===== src/rtl/dual_core_mem_arbiter_pkg.sv =====
`default_nettype none
// ============================================================================
// Module   : dual_core_mem_arbiter_pkg
// Brief    : Shared state encoding and default widths for the memory arbiter.
// Revision : 1.0
// ============================================================================
package dual_core_mem_arbiter_pkg;

    localparam int c_def_aw    = 32;
    localparam int c_def_dw    = 32;
    localparam int c_def_cnt_w = 16;

    typedef enum logic [1:0] {
        ST_IDLE = 2'd0,
        ST_BUSY = 2'd1,
        ST_GAP  = 2'd2
    } arb_state_t;

endpackage
`default_nettype wire


===== src/rtl/dual_core_mem_arbiter_if.sv =====
`default_nettype none
// ============================================================================
// Module   : dual_core_mem_arbiter_if
// Brief    : One-word memory request port; the requester uses master, the
//            responder uses slave.
// Revision : 1.0
// ============================================================================
interface dual_core_mem_arbiter_if
    import dual_core_mem_arbiter_pkg::*;
#(
    parameter int AW = c_def_aw,
    parameter int DW = c_def_dw
);
    logic          acc;
    logic          wr;
    logic [AW-1:0] a;
    logic [DW-1:0] d;
    logic          rdy;
    logic [DW-1:0] q;

    modport master (output acc, wr, a, d, input rdy, q);
    modport slave  (input acc, wr, a, d, output rdy, q);
endinterface
`default_nettype wire


===== src/rtl/dual_core_mem_arbiter_rr_pick2.sv =====
`default_nettype none
// ============================================================================
// Module   : rr_pick2
// Brief    : Combinational 2-way round-robin pick; a tie goes to the core that
//            was not served last.
// Revision : 1.0
// ============================================================================
module rr_pick2 (
    input  wire logic [1:0] req,
    input  wire logic       last,
    output logic            grant,
    output logic            valid
);
    assign valid = |req;
    assign grant = (&req) ? ~last : req[1];
endmodule
`default_nettype wire


===== src/rtl/dual_core_mem_arbiter.sv =====
`default_nettype none
// ============================================================================
// Module   : dual_core_mem_arbiter
// Brief    : Round-robin arbiter of one shared memory bus between two cores,
//            with saturating per-core completion counters.
// Revision : 1.0
// ============================================================================
module dual_core_mem_arbiter
    import dual_core_mem_arbiter_pkg::*;
#(
    parameter int AW    = c_def_aw,
    parameter int DW    = c_def_dw,
    parameter int CNT_W = c_def_cnt_w
) (
    input  wire logic               clk,
    input  wire logic               rst,
    dual_core_mem_arbiter_if.slave  core0,
    dual_core_mem_arbiter_if.slave  core1,
    dual_core_mem_arbiter_if.master mem,
    output logic                    owner,
    output logic                    busy,
    output logic [CNT_W-1:0]        cnt0,
    output logic [CNT_W-1:0]        cnt1
);

    arb_state_t       r_state;
    arb_state_t       w_state_nxt;
    logic             r_owner;
    logic             w_owner_nxt;
    logic             r_last;
    logic             w_last_nxt;
    logic [CNT_W-1:0] r_cnt0;
    logic [CNT_W-1:0] r_cnt1;
    logic             w_inc0;
    logic             w_inc1;

    logic             w_pick_grant;
    logic             w_pick_valid;
    logic             w_busy;
    logic             w_own_acc;
    logic             w_own_wr;
    logic [AW-1:0]    w_own_a;
    logic [DW-1:0]    w_own_d;
    logic             w_done;

    rr_pick2 u_pick (
        .req   ({core1.acc, core0.acc}),
        .last  (r_last),
        .grant (w_pick_grant),
        .valid (w_pick_valid)
    );

    assign w_busy    = (r_state == ST_BUSY);
    assign w_own_acc = r_owner ? core1.acc : core0.acc;
    assign w_own_wr  = r_owner ? core1.wr  : core0.wr;
    assign w_own_a   = r_owner ? core1.a   : core0.a;
    assign w_own_d   = r_owner ? core1.d   : core0.d;

    // A reset landing with m_ready drops the transaction, so no rdy is shown.
    assign w_done = w_busy & w_own_acc & mem.rdy & ~rst;

    assign mem.acc = w_busy & w_own_acc;
    assign mem.wr  = w_busy & w_own_wr;
    assign mem.a   = w_busy ? w_own_a : '0;
    assign mem.d   = w_busy ? w_own_d : '0;

    assign core0.rdy = w_done & ~r_owner;
    assign core1.rdy = w_done &  r_owner;
    assign core0.q   = core0.rdy ? mem.q : '0;
    assign core1.q   = core1.rdy ? mem.q : '0;

    assign owner = r_owner;
    assign busy  = w_busy;
    assign cnt0  = r_cnt0;
    assign cnt1  = r_cnt1;

    always_comb begin
        w_state_nxt = r_state;
        w_owner_nxt = r_owner;
        w_last_nxt  = r_last;
        w_inc0      = 1'b0;
        w_inc1      = 1'b0;
        case (r_state)
            ST_IDLE: begin
                if (w_pick_valid) begin
                    w_owner_nxt = w_pick_grant;
                    w_state_nxt = ST_BUSY;
                end
            end
            ST_BUSY: begin
                // Dropping acc wins over a simultaneous m_ready.
                if (!w_own_acc) begin
                    w_state_nxt = ST_IDLE;
                end else if (mem.rdy) begin
                    w_state_nxt = ST_GAP;
                    w_last_nxt  = r_owner;
                    w_inc0      = ~r_owner;
                    w_inc1      =  r_owner;
                end
            end
            ST_GAP:  w_state_nxt = ST_IDLE;
            default: w_state_nxt = ST_IDLE;
        endcase
    end

    always_ff @(posedge clk) begin
        if (rst) begin
            r_state <= ST_IDLE;
            r_owner <= 1'b0;
            r_last  <= 1'b1;
            r_cnt0  <= '0;
            r_cnt1  <= '0;
        end else begin
            r_state <= w_state_nxt;
            r_owner <= w_owner_nxt;
            r_last  <= w_last_nxt;
            if (w_inc0 && (r_cnt0 != '1)) r_cnt0 <= r_cnt0 + 1'b1;
            if (w_inc1 && (r_cnt1 != '1)) r_cnt1 <= r_cnt1 + 1'b1;
        end
    end

endmodule
`default_nettype wire

===== src/flat_wrapper.sv =====
// flat-port wrapper written by rule: the top's interface ports become plain ports
module dual_core_mem_arbiter_flat import dual_core_mem_arbiter_pkg::*;
#(
    parameter int AW    = c_def_aw,
    parameter int DW    = c_def_dw,
    parameter int CNT_W = c_def_cnt_w
)
  (clk, rst, owner, busy, cnt0, cnt1, core0_acc, core0_wr, core0_a, core0_d, core0_rdy, core0_q, core1_acc, core1_wr, core1_a, core1_d, core1_rdy, core1_q, mem_acc, mem_wr, mem_a, mem_d, mem_rdy, mem_q);
  dual_core_mem_arbiter_if #(.AW(AW), .DW(DW)) core0_i ();
  dual_core_mem_arbiter_if #(.AW(AW), .DW(DW)) core1_i ();
  dual_core_mem_arbiter_if #(.AW(AW), .DW(DW)) mem_i ();
  input  wire logic clk;
  input  wire logic rst;
  output logic owner;
  output logic busy;
  output logic [CNT_W-1:0] cnt0;
  output logic [CNT_W-1:0] cnt1;
  input wire logic [$bits(core0_i.acc)-1:0] core0_acc;
  input wire logic [$bits(core0_i.wr)-1:0] core0_wr;
  input wire logic [$bits(core0_i.a)-1:0] core0_a;
  input wire logic [$bits(core0_i.d)-1:0] core0_d;
  output wire logic [$bits(core0_i.rdy)-1:0] core0_rdy;
  output wire logic [$bits(core0_i.q)-1:0] core0_q;
  input wire logic [$bits(core1_i.acc)-1:0] core1_acc;
  input wire logic [$bits(core1_i.wr)-1:0] core1_wr;
  input wire logic [$bits(core1_i.a)-1:0] core1_a;
  input wire logic [$bits(core1_i.d)-1:0] core1_d;
  output wire logic [$bits(core1_i.rdy)-1:0] core1_rdy;
  output wire logic [$bits(core1_i.q)-1:0] core1_q;
  output wire logic [$bits(mem_i.acc)-1:0] mem_acc;
  output wire logic [$bits(mem_i.wr)-1:0] mem_wr;
  output wire logic [$bits(mem_i.a)-1:0] mem_a;
  output wire logic [$bits(mem_i.d)-1:0] mem_d;
  input wire logic [$bits(mem_i.rdy)-1:0] mem_rdy;
  input wire logic [$bits(mem_i.q)-1:0] mem_q;
  assign core0_i.acc = core0_acc;
  assign core0_i.wr = core0_wr;
  assign core0_i.a = core0_a;
  assign core0_i.d = core0_d;
  assign core0_rdy = core0_i.rdy;
  assign core0_q = core0_i.q;
  assign core1_i.acc = core1_acc;
  assign core1_i.wr = core1_wr;
  assign core1_i.a = core1_a;
  assign core1_i.d = core1_d;
  assign core1_rdy = core1_i.rdy;
  assign core1_q = core1_i.q;
  assign mem_acc = mem_i.acc;
  assign mem_wr = mem_i.wr;
  assign mem_a = mem_i.a;
  assign mem_d = mem_i.d;
  assign mem_i.rdy = mem_rdy;
  assign mem_i.q = mem_q;
  dual_core_mem_arbiter #(.AW(AW), .DW(DW), .CNT_W(CNT_W)) u_core (.clk(clk), .rst(rst), .core0(core0_i), .core1(core1_i), .mem(mem_i), .owner(owner), .busy(busy), .cnt0(cnt0), .cnt1(cnt1));
endmodule

===== config.mk =====
export PLATFORM = sky130hd
export DESIGN_NAME = dual_core_mem_arbiter_flat
export DESIGN_NICKNAME = d
export VERILOG_FILES = /design/src/rtl/dual_core_mem_arbiter_pkg.sv /design/src/rtl/dual_core_mem_arbiter_if.sv /design/src/rtl/dual_core_mem_arbiter_rr_pick2.sv /design/src/rtl/dual_core_mem_arbiter.sv /design/src/flat_wrapper.sv
export SDC_FILE = /design/constraint.sdc
export NUM_CORES = 1
export LEC_CHECK = 0
export CAP_MARGIN = 20
export CORE_AREA = 10 10 122 124
export CTS_BUF_LIST = sky130_fd_sc_hd__clkbuf_16
export DETAILED_ROUTE_END_ITERATION = 6
export DIE_AREA = 0 0 132 134
export PLACE_DENSITY = 0.76
export SETUP_SLACK_MARGIN = 0.1
export SLEW_MARGIN = 20
export SYNTH_ARGS = -nofsm -noshare
export SYNTH_HDL_FRONTEND = slang
export SYNTH_HIERARCHICAL = 1
export SYNTH_SLANG_ARGS = --single-unit

===== constraint.sdc =====
create_clock -name clk -period 3.39 [get_ports clk]
set_input_delay 0.678 -clock clk [delete_from_list [all_inputs] [get_ports clk]]
set_output_delay 0.678 -clock clk [all_outputs]
set_load 0.05 [all_outputs]

=== After elaboration in Yosys (flattened, before gate mapping) ===
Cells that the tools add are included.

* Bits in registers: 36
* Bits of input ports: 167
* Output and inout port bits: 166
* Word-level logic and storage cells: 48

* Add/subtract/negate cells: 2
* Equal/unequal tests: 5
* Multiplexer cells: 19
* Bitwise gates (word level): 9
* Reductions and logical operators: 8

{| class="wikitable"
|+ Operator list
! cell !! number
|-
| 2-to-1 mux 32 bit || 6
|-
| adder 16 x 1 -> 16 bit (second input constant) || 2
|-
| inequality test 16 bit (second input constant) || 2
|-
| 2-to-1 mux 1 bit || 9
|-
| AND 1 bit || 6
|-
| 2-to-1 mux 2 bit || 3
|-
| AND reduction 2 bit || 3
|-
| case mux 2 bit (2 select lines) || 1
|-
| inequality test 3 bit (second input constant) || 1
|-
| NOT 1 bit || 3
|-
| AND reduction 3 bit || 1
|-
| == test 2 x 1 -> 1 bit (second input constant) || 1
|-
| logical AND 1 bit || 2
|-
| logical NOT 2 bit || 1
|-
| inequality test 2 bit (second input constant) || 1
|-
| OR reduction 2 bit || 1
|}

=== Logic depth before layout (Yosys ltp) ===
* Depth after elaboration: 6
* Depth in mapped cells: 6
* Mapped depth without buffers: 5

=== Cells and area by module ===
The synthesis kept the hierarchy.

{| class="wikitable"
|+ Modules (own cells, without submodules)
! module !! times used !! cells an instance !! area an instance (µm²) !! sequential area each (µm²)
|-
| dual_core_mem_arbiter || 1 || 438 || 3264.4 || 720.7
|-
| rr_pick2 || 1 || 2 || 13.8 || 0.0
|}

=== Least setup slack after synthesis ===
Ideal clock, no wire load.

* Kind: register -> output
* Start: register u_core.r_owner, in the netlist u_core/owner
* End: output port mem_a[23]
* Data arrival time: 2362 ps
* Required time: 2712 ps
* Path slack: 350 ps
* Cell stages (with the launch flop): 6
* Buffers on the path: 3
* Cells stage by stage: dfxtp_1 -> buf_2 -> buf_2 -> buf_1 -> mux2i_1 -> nor2_1

* Cells in the longest elaborated chain, start to end: 2

{| class="wikitable"
|+ Ends and longest elaborated chain
! what !! line !! source
|-
| start, declared || dual_core_mem_arbiter.sv:28 || <nowiki>logic r_owner;</nowiki>
|-
| start signal, assigned || dual_core_mem_arbiter.sv:115 || <nowiki>r_owner <= w_owner_nxt;</nowiki>
|-
| 2-to-1 mux 32 bit || dual_core_mem_arbiter.sv:56 || <nowiki>assign w_own_a = r_owner ? core1.a : core0.a;</nowiki>
|-
| 2-to-1 mux 32 bit || dual_core_mem_arbiter.sv:64 || <nowiki>assign mem.a = w_busy ? w_own_a : '0;</nowiki>
|-
| end, declared || flat_wrapper.sv:32 || <nowiki>output wire logic [$bits(mem_i.a)-1:0] mem_a;</nowiki>
|}

Every way passes these cells.

=== Worst setup path after layout ===
* Start: register u_core.r_owner, in the netlist u_core/owner
* End: output port mem_d[28]

* Cells in the longest elaborated chain, start to end: 2

{| class="wikitable"
|+ Ends and longest elaborated chain
! what !! line !! source
|-
| 2-to-1 mux 32 bit || dual_core_mem_arbiter.sv:57 || <nowiki>assign w_own_d = r_owner ? core1.d : core0.d;</nowiki>
|-
| 2-to-1 mux 32 bit || dual_core_mem_arbiter.sv:65 || <nowiki>assign mem.d = w_busy ? w_own_d : '0;</nowiki>
|-
| end, declared || flat_wrapper.sv:33 || <nowiki>output wire logic [$bits(mem_i.d)-1:0] mem_d;</nowiki>
|}

Every way passes these cells.

==> flow_summary.ini <==
[status]
status = finished, final reports clean

[pwr]
power.share.clock_pct = 26.4
ir_drop_uv = 223
power.density_nw_per_um2 = 214
power_switching_share_pct = 35.9
p_int_mw = 1.04
p_comb_share_pct = 46.4
p_sw_mw = 0.584
p_leak_nw = 2.68
seqPwrFrac_pct = 27.2

[synthesis]
netlist.area_leader.share_pct = 22.0
synth_common_cells = nor2_1, mux2i_1, and2_1
async_flop_share_pct = 0
synth_top_area_cell = dfxtp_1
synth_warnings = 6
synth.cell_area_sq_um = 3280
synth_edf_count = 0
yosysMostFrequentCell = nor2_1
synth.area.top_cells = dfxtp_1, mux2i_1, and2_1, nor2_1, a21oi_1
synth_top_flop_cell = dfxtp_1
synth_cell_type_count = 42
seq_area_frac_synth_pct = 22.0
synth_nets = 609
synth_area_per_cell_sq_um = 7.45
synthCells = 440
ys_ff_latch = 36

[cts]
cts_sinks = 36
cts.repair.resized = 0
clkLatencyLatePin_ns = 0.28
cts-buffers-inserted = 5
post_cts_buffers = 0
cts_root_buf = clkbuf_16
clkTransAtPathRegs_ns = 0.05
cts_tree = done
htreeDepth = 2
holdBufCountCts = 0
ctsLongestPathBuffers = 2

[die]
die_y_um = 134
start_util_pct = 26.3
core_sq_um = 12500
die-area_sq_um = 17700
die_w_um = 132
pin_count = 333
fp-row-count = 41

[worst_setup_path]
cp_data_required_time_ns = 2.71
r2r_cells = 5
crit_type = flip-flop to output pin
critPathArrivalTime_ns = 2.41
cp-start-kind = flip-flop
end_kind = output pin
worstPathMaxFanout = 38

[route]
viasPerCell = 4.81
drc = 0
routed_wl_um = 19700
vias = 4494
first_pass_iters = 5
antenna_left = 0
drt-initial-drc-count = 337
wire_per_inst_um = 21.1

[timing]
slew_headroom_pct = 57.3
finalClockSkew_ns = 0.00597
grt_setup_unrepaired = false
finalSetupTns_ns = 0
setup-violations-final = 0
max_clock_freq_mhz = 324
worstMarginPinSlew_ns = 0.641
hold_viol = 0
finalCritPeriodShare_pct = 91.1
period_needed_ns = 3.09
slew_violations = 0

[cells_and_area]
multi_input_area_sq_um = 2410
fillers = 1038
syn2layout_area_growth_pct = 132
postLayoutCellArea_sq_um = 7610
nets = 929
drive_gt1_share_pct = 14.2
regArea_sq_um = 724

[grt]
grt_pass1_vias = 4636
grt_pass1_wl_um = 28800
grt_remaining_overflow = 0
grt_max_degree = 64
antenna_found_initial = 2
track_usage_pct = 20.6

[place]
gp_congestion = 0.915
portBuffers = 332
postPlaceCellArea_sq_um = 7470
hpwl_um = 17100

[hold_path]
hold_class = flip-flop to flip-flop
min_path_cells = 1

[flow_run]
maxCapViolations = 0
==> cells in the final DEF, fill, tap and decap left out, types with 2 or more instances in the layout <==
cell             count
clkdlybuf4s50_1    258
nor2_1              76
buf_12              69
mux2i_1             65
and2_1              64
dfxtp_1             35
a21oi_1             27
or4_1               18
buf_4               17
o31ai_1             16
nand3_1             13
nand2_1             11
inv_1                9
nand4_1              8
nor3_1               8
or3_1                7
o21ai_0              7
clkbuf_16            5
nor2b_1              5
nor4b_1              5
mux2_2               5
nand2b_1             3
nor4_2               2
and3_1               2
o21ba_2              2
a211oi_1             2
and4_1               2
nor4_1               2
ha_1                 2
==> critical path: stages, from the launching register on <==
cell	delay (ns)
dfxtp_4	0.75
buf_4	0.29
mux2i_1	0.29
nor2_1	0.08
clkdlybuf4s50_1	0.71
==> cells by family after synthesis <==
logic type | share of synthesized area (%)
flops | 22.0
fa+ha+maj | 0.763
simple gates | 40.6
compound gates | 10.6
mux | 21.6
buf+inv | 4.50
==> power by group through the flow <==
stage	Combinational [mW]	Clock (mW)	Sequential, mW
after detailed placement	0.758	0	0.452
after floorplan	0.369	0	0.444
final	0.754	0.430	0.443
after CTS	0.760	0.435	0.443
after global routing	0.786	0.454	0.444
after global placement	0.752	0	0.451
==> flip-flops by register name, summed over array words and instances (netlist names) <==
signal and flops:
u_core/cnt0 16, u_core/cnt1 16, u_core/r_state 2, u_core/owner 1, u_core/r_last 1
==> routing by layer <==
| metal | up-vias | track usage [%] | wire [um] |
|---|---|---|---|
| met1 | 2060 | 21.5 | 7030 |
| met4 | 2 | 4.57 | 347 |
| met3 | 19 | 6.57 | 1540 |
| met5 | - | 0 | 18 |
| li1 | 2205 | - | - |
| met2 | 208 | 39.2 | 10800 |
==> area by class of cell <==
cell class                 instances  share of cell area, %
tap                              172                   2.83
clock buffer                       5                   1.64
antenna                            1                 0.0329
sequential                        36                   9.52
clock inverter                     3                  0.148
inverter                           7                  0.345
timing repair buffer             344                   53.8
multi-input combinational        366                   31.7
==> path summary, 6_finish.rpt <==
path              slack (ns)               to          start
setup / recovery        0.30        mem_d[28]   u_core/owner
hold / removal          0.48    u_core/r_last  u_core/r_last
setup reg to reg        0.91  u_core/cnt1[13]   u_core/owner
hold reg to reg         0.48    u_core/r_last  u_core/r_last
==> per-stage QoR <==
stage | hold slack (ns) | util, % | worst slack [ns] | std cells | power (mW)
CTS | 0.473 | 61.0 | 0.291 | 933 | 1.64
global placement | 0.451 | 59.9 | 0.335 | 925 | 1.20
detailed placement | 0.459 | 59.9 | 0.342 | 925 | 1.21
finish | 0.483 | 61.0 | 0.302 | 934 | 1.63
floorplan | 0.436 | - | 0.350 | 440 | 0.813
global route | 0.512 | 61.0 | 0.180 | 934 | 1.68
Power figures use the tool's default switching activity.
